File: src/rtl/multi_axis_sim_if.sv
// Bus bundle for multi_axis_sim: channel force/gravity/calibration inputs and position/status outputs.
// update_valid and tick are one-cycle strobes with no ready/backpressure; consumers must sample them the cycle they are high.
interface multi_axis_sim_if #(
  parameter int NUM_CH    = 2,
  parameter int INT_BITS  = 16,
  parameter int FRAC_BITS = 16
);
  localparam int W = INT_BITS + FRAC_BITS;

  logic                       enable;
  logic [NUM_CH*W-1:0]        ch_force;
  logic [W-1:0]               gravity;
  logic [NUM_CH-1:0]          calib_start;
  logic [NUM_CH-1:0]          calib_done;
  logic [NUM_CH*INT_BITS-1:0] current_pos;
  logic [NUM_CH*INT_BITS-1:0] delta_steps;
  logic                       tick;
  logic                       update_valid;
  logic                       busy;
  logic                       overrun;
  logic [2:0]                 dbg_state;

  modport master (
    output enable, ch_force, gravity, calib_start, calib_done,
    input  current_pos, delta_steps, tick, update_valid, busy, overrun, dbg_state
  );

  modport slave (
    input  enable, ch_force, gravity, calib_start, calib_done,
    output current_pos, delta_steps, tick, update_valid, busy, overrun, dbg_state
  );
endinterface

File: src/rtl/multi_axis_sim.sv
// N-channel fixed-point 1-D integrator: one shared datapath sequenced over channels once per tick.
// Define SIM_DAMPING_EN to add speed damping (speed -= speed >>> DAMP_SHIFT) in the INTEG step.
module multi_axis_sim #(
  parameter int          NUM_CH     = 2,
  parameter int          SIM_PERIOD = 500_000,
  parameter int          INT_BITS   = 16,
  parameter int          FRAC_BITS  = 16,
  parameter int          MAX_POS    = 3200,
  parameter logic [31:0] MAX_SPEED  = 32'h0010_0000
`ifdef SIM_DAMPING_EN
  ,
  parameter int          DAMP_SHIFT = 6
`endif
) (
  input logic             clock,
  input logic             reset,
  multi_axis_sim_if.slave bus
);
  localparam int W  = INT_BITS + FRAC_BITS;
  localparam int CW = $clog2(SIM_PERIOD);
  localparam int HW = (NUM_CH > 1) ? $clog2(NUM_CH) : 1;
  localparam longint IMAX_L = (longint'(1) <<< (W - 1)) - 1;
  localparam logic signed [W+1:0] SMAX = (W+2)'(MAX_SPEED);
  localparam logic signed [W+1:0] SMIN = -SMAX;
  localparam logic signed [W+1:0] PMAX = (W+2)'(longint'(MAX_POS) <<< FRAC_BITS);
  localparam logic signed [W+1:0] IMAX = (W+2)'(IMAX_L);
  localparam logic signed [W+1:0] IMIN = (W+2)'(-IMAX_L - 1);
  localparam logic signed [INT_BITS-1:0] WALL_HI = INT_BITS'(MAX_POS);

  typedef enum logic [2:0] {S_IDLE = 3'd0, S_LOAD, S_ACC, S_INTEG, S_WRITE} state_t;

  state_t        state, state_nxt;
  logic [CW-1:0] cnt;
  logic [HW-1:0] ch;
  logic          wrap, last_ch, seq_done;
  logic          tick_q, update_q, overrun_q;

  logic signed [W-1:0]  speed   [NUM_CH];
  logic signed [W-1:0]  pos     [NUM_CH];
  logic [INT_BITS-1:0]  cur_pos [NUM_CH];
  logic [INT_BITS-1:0]  dlt     [NUM_CH];
  logic [NUM_CH-1:0]    cal_active;

  logic                 skip;
  logic signed [W:0]    a_reg;
  logic signed [W-1:0]  v_reg, s_reg, p_reg;

  logic signed [W-1:0]        f_ch, v_d, s_sat, s_new, p_new;
  logic signed [W:0]          a_sum;
  logic signed [INT_BITS-1:0] pos_int;
  logic                       wall;
  logic signed [W+1:0]        s_full, p_full;
  logic [INT_BITS-1:0]        new_int;

  assign wrap     = bus.enable && (cnt == CW'(SIM_PERIOD - 1));
  assign last_ch  = (ch == HW'(NUM_CH - 1));
  // A tick landing on the final WRITE restarts the sequence back-to-back instead of counting as overrun.
  assign seq_done = (state == S_IDLE) || (state == S_WRITE && last_ch);

  always_comb begin
    state_nxt = state;
    case (state)
      S_IDLE:  state_nxt = S_IDLE;
      S_LOAD:  state_nxt = S_ACC;
      S_ACC:   state_nxt = S_INTEG;
      S_INTEG: state_nxt = S_WRITE;
      S_WRITE: state_nxt = last_ch ? S_IDLE : S_LOAD;
      default: state_nxt = S_IDLE;
    endcase
    if (wrap && seq_done) state_nxt = S_LOAD;
  end

  always_ff @(posedge clock or posedge reset) begin
    if (reset) begin
      state     <= S_IDLE;
      cnt       <= '0;
      ch        <= '0;
      tick_q    <= 1'b0;
      update_q  <= 1'b0;
      overrun_q <= 1'b0;
    end else begin
      state    <= state_nxt;
      tick_q   <= wrap;
      update_q <= (state == S_WRITE) && last_ch;
      if (bus.enable) cnt <= wrap ? '0 : cnt + CW'(1);
      if (wrap && !seq_done) overrun_q <= 1'b1;
      if (wrap && seq_done) ch <= '0;
      else if (state == S_WRITE && !last_ch) ch <= ch + HW'(1);
    end
  end

  always_comb begin
    f_ch    = bus.ch_force[int'(ch)*W +: W];
    a_sum   = {f_ch[W-1], f_ch} + {bus.gravity[W-1], bus.gravity};
    pos_int = pos[ch][W-1:FRAC_BITS];
    wall    = 1'b0;
    if (!cal_active[ch])
      wall = ((pos_int[INT_BITS-1] || pos_int == '0) && a_sum[W]) ||
             (pos_int >= WALL_HI && !a_sum[W] && a_sum != '0);
`ifdef SIM_DAMPING_EN
    v_d = v_reg - (v_reg >>> DAMP_SHIFT);
`else
    v_d = v_reg;
`endif
    s_full = {{2{v_d[W-1]}}, v_d} + {a_reg[W], a_reg};
    if (s_full > SMAX)      s_sat = SMAX[W-1:0];
    else if (s_full < SMIN) s_sat = SMIN[W-1:0];
    else                    s_sat = s_full[W-1:0];
    p_full = {{2{pos[ch][W-1]}}, pos[ch]} + {{2{s_sat[W-1]}}, s_sat};
    s_new  = s_sat;
    p_new  = p_full[W-1:0];
    // Walls stop the channel dead; calibration only guards against integer wrap.
    if (!cal_active[ch]) begin
      if (p_full[W+1]) begin
        p_new = '0;
        s_new = '0;
      end else if (p_full > PMAX) begin
        p_new = PMAX[W-1:0];
        s_new = '0;
      end
    end else begin
      if (p_full > IMAX)      p_new = IMAX[W-1:0];
      else if (p_full < IMIN) p_new = IMIN[W-1:0];
    end
    new_int = p_reg[W-1:FRAC_BITS];
  end

  always_ff @(posedge clock or posedge reset) begin
    if (reset) begin
      for (int i = 0; i < NUM_CH; i++) begin
        speed[i]   <= '0;
        pos[i]     <= '0;
        cur_pos[i] <= '0;
        dlt[i]     <= '0;
      end
      cal_active <= '0;
      skip       <= 1'b0;
      a_reg      <= '0;
      v_reg      <= '0;
      s_reg      <= '0;
      p_reg      <= '0;
    end else begin
      case (state)
        S_LOAD: begin
          skip <= 1'b0;
          if (bus.calib_start[ch]) begin
            cal_active[ch] <= 1'b1;
            skip           <= 1'b1;
          end else if (bus.calib_done[ch]) begin
            cal_active[ch] <= 1'b0;
            speed[ch]      <= '0;
            pos[ch]        <= '0;
            cur_pos[ch]    <= '0;
            dlt[ch]        <= '0;
            skip           <= 1'b1;
          end
        end
        S_ACC: begin
          a_reg <= wall ? '0 : a_sum;
          v_reg <= wall ? '0 : speed[ch];
        end
        S_INTEG: begin
          s_reg <= s_new;
          p_reg <= p_new;
        end
        S_WRITE: begin
          if (!skip) begin
            dlt[ch]     <= new_int - cur_pos[ch];
            cur_pos[ch] <= new_int;
            speed[ch]   <= s_reg;
            pos[ch]     <= p_reg;
          end
        end
        default: ;
      endcase
    end
  end

  for (genvar i = 0; i < NUM_CH; i++) begin : g_out
    assign bus.current_pos[i*INT_BITS +: INT_BITS] = cur_pos[i];
    assign bus.delta_steps[i*INT_BITS +: INT_BITS] = dlt[i];
  end

  assign bus.tick         = tick_q;
  assign bus.update_valid = update_q;
  assign bus.busy         = (state != S_IDLE);
  assign bus.overrun      = overrun_q;
  assign bus.dbg_state    = state;
endmodule

File: src/flat_wrapper.sv
// flat-port wrapper written by rule: the top's interface ports become plain ports
module multi_axis_sim_flat 
#(
  parameter int          NUM_CH     = 2,
  parameter int          SIM_PERIOD = 500_000,
  parameter int          INT_BITS   = 16,
  parameter int          FRAC_BITS  = 16,
  parameter int          MAX_POS    = 3200,
  parameter logic [31:0] MAX_SPEED  = 32'h0010_0000

)
  (clock, reset, bus_enable, bus_ch_force, bus_gravity, bus_calib_start, bus_calib_done, bus_current_pos, bus_delta_steps, bus_tick, bus_update_valid, bus_busy, bus_overrun, bus_dbg_state);
  multi_axis_sim_if #(.NUM_CH(NUM_CH), .INT_BITS(INT_BITS), .FRAC_BITS(FRAC_BITS)) bus_i ();
  input logic clock;
  input logic reset;
  input wire logic [$bits(bus_i.enable)-1:0] bus_enable;
  input wire logic [$bits(bus_i.ch_force)-1:0] bus_ch_force;
  input wire logic [$bits(bus_i.gravity)-1:0] bus_gravity;
  input wire logic [$bits(bus_i.calib_start)-1:0] bus_calib_start;
  input wire logic [$bits(bus_i.calib_done)-1:0] bus_calib_done;
  output wire logic [$bits(bus_i.current_pos)-1:0] bus_current_pos;
  output wire logic [$bits(bus_i.delta_steps)-1:0] bus_delta_steps;
  output wire logic [$bits(bus_i.tick)-1:0] bus_tick;
  output wire logic [$bits(bus_i.update_valid)-1:0] bus_update_valid;
  output wire logic [$bits(bus_i.busy)-1:0] bus_busy;
  output wire logic [$bits(bus_i.overrun)-1:0] bus_overrun;
  output wire logic [$bits(bus_i.dbg_state)-1:0] bus_dbg_state;
  assign bus_i.enable = bus_enable;
  assign bus_i.ch_force = bus_ch_force;
  assign bus_i.gravity = bus_gravity;
  assign bus_i.calib_start = bus_calib_start;
  assign bus_i.calib_done = bus_calib_done;
  assign bus_current_pos = bus_i.current_pos;
  assign bus_delta_steps = bus_i.delta_steps;
  assign bus_tick = bus_i.tick;
  assign bus_update_valid = bus_i.update_valid;
  assign bus_busy = bus_i.busy;
  assign bus_overrun = bus_i.overrun;
  assign bus_dbg_state = bus_i.dbg_state;
  multi_axis_sim #(.NUM_CH(NUM_CH), .SIM_PERIOD(SIM_PERIOD), .INT_BITS(INT_BITS), .FRAC_BITS(FRAC_BITS), .MAX_POS(MAX_POS), .MAX_SPEED(MAX_SPEED)) u_core (.clock(clock), .reset(reset), .bus(bus_i));
endmodule
File: config.mk
export PLATFORM = sky130hd
export DESIGN_NAME = multi_axis_sim_flat
export DESIGN_NICKNAME = d
export VERILOG_FILES = /design/src/rtl/multi_axis_sim_if.sv /design/src/rtl/multi_axis_sim.sv /design/src/flat_wrapper.sv
export SDC_FILE = /design/constraint.sdc
export NUM_CORES = 1
export LEC_CHECK = 0
export ABC_AREA = 1
export CAP_MARGIN = 10
export CORE_ASPECT_RATIO = 0.6
export CORE_MARGIN = 4
export CORE_UTILIZATION = 50
export DETAILED_ROUTE_END_ITERATION = 16
export PLACE_DENSITY = 0.81
export SYNTH_ARGS = -nofsm -noshare
export SYNTH_HDL_FRONTEND = slang
export SYNTH_SLANG_ARGS = --single-unit
File: constraint.sdc
create_clock -name clock -period 16.4 [get_ports clock]
set_input_delay 4.92 -clock clock [delete_from_list [all_inputs] [get_ports clock]]
set_output_delay 4.92 -clock clock [all_outputs]
set_load 0.05 [all_outputs]
==> impl_metrics.env <==
export IMPL_first_pass_iters=6
export IMPL_critPathLaunchType="input pin"
export IMPL_route_top_layer_used="met4"
export IMPL_fin_crit_ps=10140
export IMPL_dr_wl_met2_mm=26.5
export IMPL_maxCapViolations=0
export IMPL_dpl_instance_area_um2=25500
export IMPL_skew_ps=18.8
export IMPL_rsz0062_at_grt="no"
export IMPL_synth_nets=3619
export IMPL_die_height_um=175
export IMPL_nets=3727
export IMPL_viasPerCell=5.48
export IMPL_wl_per_cell_um=16.2
export IMPL_htreeDepth=2
export IMPL_max_freq_mhz=98.6
export IMPL_yosysTopAreaCell="dfrtp_1"
export IMPL_ctsResizeCount=0
export IMPL_status="completed"
export IMPL_relSlewSlack_pct=10.2
export IMPL_r2r_start="u_core.v_d[23]$_DFFE_PP0P_"
export IMPL_route_detailed_drc=0
export IMPL_cts_path_max_buffers=3
export IMPL_area_delta_synth_final_pct=14.4
export IMPL_crit_required_ps=16870
export IMPL_post_cts_buffers=0
export IMPL_async_flop_share_pct=100
export IMPL_crit_arrival_ps=10610
export IMPL_layout_common_cells="1048 x nand2_1, 462 x inv_1, 349 x dfrtp_1, 308 x nor2_1, 258 x o21ai_0"
export IMPL_synth_top_cell_area_share_pct=37.6
export IMPL_tightestPinTransition_ps=1330
export IMPL_grt_first_pass_wirelength_mm=109
export IMPL_ant_nets=0
export IMPL_tritoncts="done"
export IMPL_dp_hpwl_mm=49.5
export IMPL_r2r_end="u_core.s_reg[25]$_DFFE_PP0N_"
export IMPL_crit_start="bus_ch_force[32]"
export IMPL_powerDensity_nw_per_um2=108
export IMPL_cts_root_buffer="clkbuf_16"
export IMPL_dr_wl_met3_mm=7.32
export IMPL_fp_row_count=60
export IMPL_port_buffers=173
export IMPL_avgSynthCellArea_um2=6.84
export IMPL_wl_mm=67.4
export IMPL_holdWs_ps=480
export IMPL_synthCells=3406
export IMPL_gp_congestion=1.02
export IMPL_finalHoldViolCount=0
export IMPL_r2r_worst_path_cells=33
export IMPL_min_period_over_period_pct=61.8
export IMPL_post_place_ws_ps=5880
export IMPL_vias=22798
export IMPL_boundaryPins=174
export IMPL_worst_path_max_fanout=64
export IMPL_core_area_um2=45400
export IMPL_reg2reg_slack_ps=8040
export IMPL_syn_area_um2=23300
export IMPL_hold_path_class="reg2reg"
export IMPL_fin_ws_ps=6260
export IMPL_ys_seq_area_share_pct=37.6
export IMPL_final_area_um2=26600
export IMPL_antenna_found_initial=0
export IMPL_yosysWarnings=0
export IMPL_total_power_mw=2.88
export IMPL_drt_iter0_markers=2685
export IMPL_n_antenna_cell=0
export IMPL_drive_above_1_share_pct=4.61
export IMPL_ys_flop_type="dfrtp_1"
export IMPL_grt_start_max_net_pins=132
export IMPL_wl_met1_mm=32.8
export IMPL_fin_setup_tns_ps=0
export IMPL_ff_latch_area_um2=8760
export IMPL_numCtsBuffers=34
export IMPL_synth_cell_types=56
export IMPL_crit_end="u_core.a_reg[11]$_DFFE_PP0P_"
export IMPL_cts_sinks=350
export IMPL_critPathKind="in2reg"
export IMPL_end_kind="register"
export IMPL_dieWidth_um=287
export IMPL_track_usage_pct=26.4
export IMPL_fillers=4192
export IMPL_multi_input_area_um2=12200
export IMPL_clk_pin_slew_worst_paths_ps=70
export IMPL_grt_overflow=0
export IMPL_crit_top_cell="nand2_1"
export IMPL_synth_edf_count=0
export IMPL_synth_seq_cells=350
export IMPL_ir_drop_v=0.0000694
export IMPL_clkLatencyLatePin_ps=550
export IMPL_grt_pass1_vias=20677
export IMPL_cts_hold_buffers=0
export IMPL_leakage_nw=13.9
export IMPL_setup_violations=0
export IMPL_slew_viol_final=0
export IMPL_die_area_um2=50200
export IMPL_synthTopCellsByArea="dfrtp_1 38%, nand2_1 17%, inv_1 7.5%, ha_1 5.7%, o21ai_0 5.5%"
export IMPL_cpPeakStageDelay_ps=650
export IMPL_final_common_cell="nand2_1"
export IMPL_initial_core_util_pct=51.3
export IMPL_slowest_stage="clkdlybuf4s50_1"
[critical path, delay by kind of cell]
kind	cells	cell delay (ps)
AO/OA/AOI/OAI	8	1680
XOR/XNOR	1	220
buffers and inverters	4	1350
adder cells (fa/ha/maj)	2	600
AND/OR/NAND/NOR	14	1790
[cell families (layout without fill, tap and decap cells)]
kind of cell / after synthesis / in the layout / synth area share, %
XOR/XNOR: 65 / 65 / 2.56
AND/OR/NAND/NOR: 1661 / 1661 / 29.5
AO/OA/AOI/OAI: 615 / 615 / 14.3
adder cells (fa/ha/maj): 110 / 110 / 6.01
flip-flops: 350 / 350 / 37.6
buffers and inverters: 605 / 738 / 10.0
[per-stage QoR]
step	utilization [%]	std cells
6_report	58.7	4159
3_3_place_gp	56.1	4098
5_1_grt	58.7	4159
2_1_floorplan	-	3406
3_5_place_dp	56.1	4098
4_1_cts	58.7	4159
[synth_stat cells, types with 6 or more instances]
master / count
nand2_1: 1051
inv_1: 465
dfrtp_1: 350
nor2_1: 310
o21ai_0: 258
a21oi_1: 211
nand3_1: 134
ha_1: 107
clkbuf_1: 91
o22ai_1: 82
nand4_1: 42
xor2_1: 38
nor3_1: 36
xnor2_1: 25
nand3b_1: 23
nand2_2: 21
inv_2: 16
buf_2: 15
nor2_2: 13
buf_1: 9
o21ai_1: 9
o211ai_1: 8
o21bai_1: 8
a31oi_1: 6
nand3_2: 6
o21a_1: 6
[report_power, final]
group          internal [mW]  switching [mW]  total, mW
clock                  0.473           0.362      0.834
combinational          0.327           0.674       1.00
sequential             0.962          0.0789       1.04
total                   1.76            1.11       2.88
[layout make-up]
| cell class | instances | area share [%] |
|---|---|---|
| well taps | 620 | 2.91 |
| inverters | 483 | 6.84 |
| clock inverters | 16 | 0.728 |
| clock buffers | 45 | 3.65 |
| multi-input cells | 2451 | 45.9 |
| flip-flops and latches | 350 | 32.9 |
| repair buffers | 194 | 7.09 |
[routing by layer]
| layer | vias to the layer above | GRT usage, % |
|---|---|---|
| met1 | 10631 | 42.5 |
| met3 | 67 | 5.31 |
| met2 | 1002 | 36.9 |
| li1 | 11098 | - |
| met5 | - | 0.481 |
| met4 | 0 | 3.51 |
[worst min path at each step]
stage / slack (ps) / cells past startpoint / from / endpoint
2_1_floorplan: 450 / 2 / u_core.s_reg[10]$_DFFE_PP0N_ / u_core.s_reg[10]$_DFFE_PP0N_
3_3_place_gp: 460 / 1 / u_core.bus.overrun$_DFFE_PP0P_ / u_core.bus.overrun$_DFFE_PP0P_
3_5_place_dp: 470 / 2 / u_core.s_reg[23]$_DFFE_PP0N_ / u_core.s_reg[23]$_DFFE_PP0N_
4_1_cts: 480 / 2 / u_core.s_reg[23]$_DFFE_PP0N_ / u_core.s_reg[23]$_DFFE_PP0N_
5_1_grt: 500 / 2 / u_core.s_reg[23]$_DFFE_PP0N_ / u_core.s_reg[23]$_DFFE_PP0N_
6_report: 480 / 1 / u_core.bus.overrun$_DFFE_PP0P_ / u_core.bus.overrun$_DFFE_PP0P_
Power figures use the tool's default switching activity.
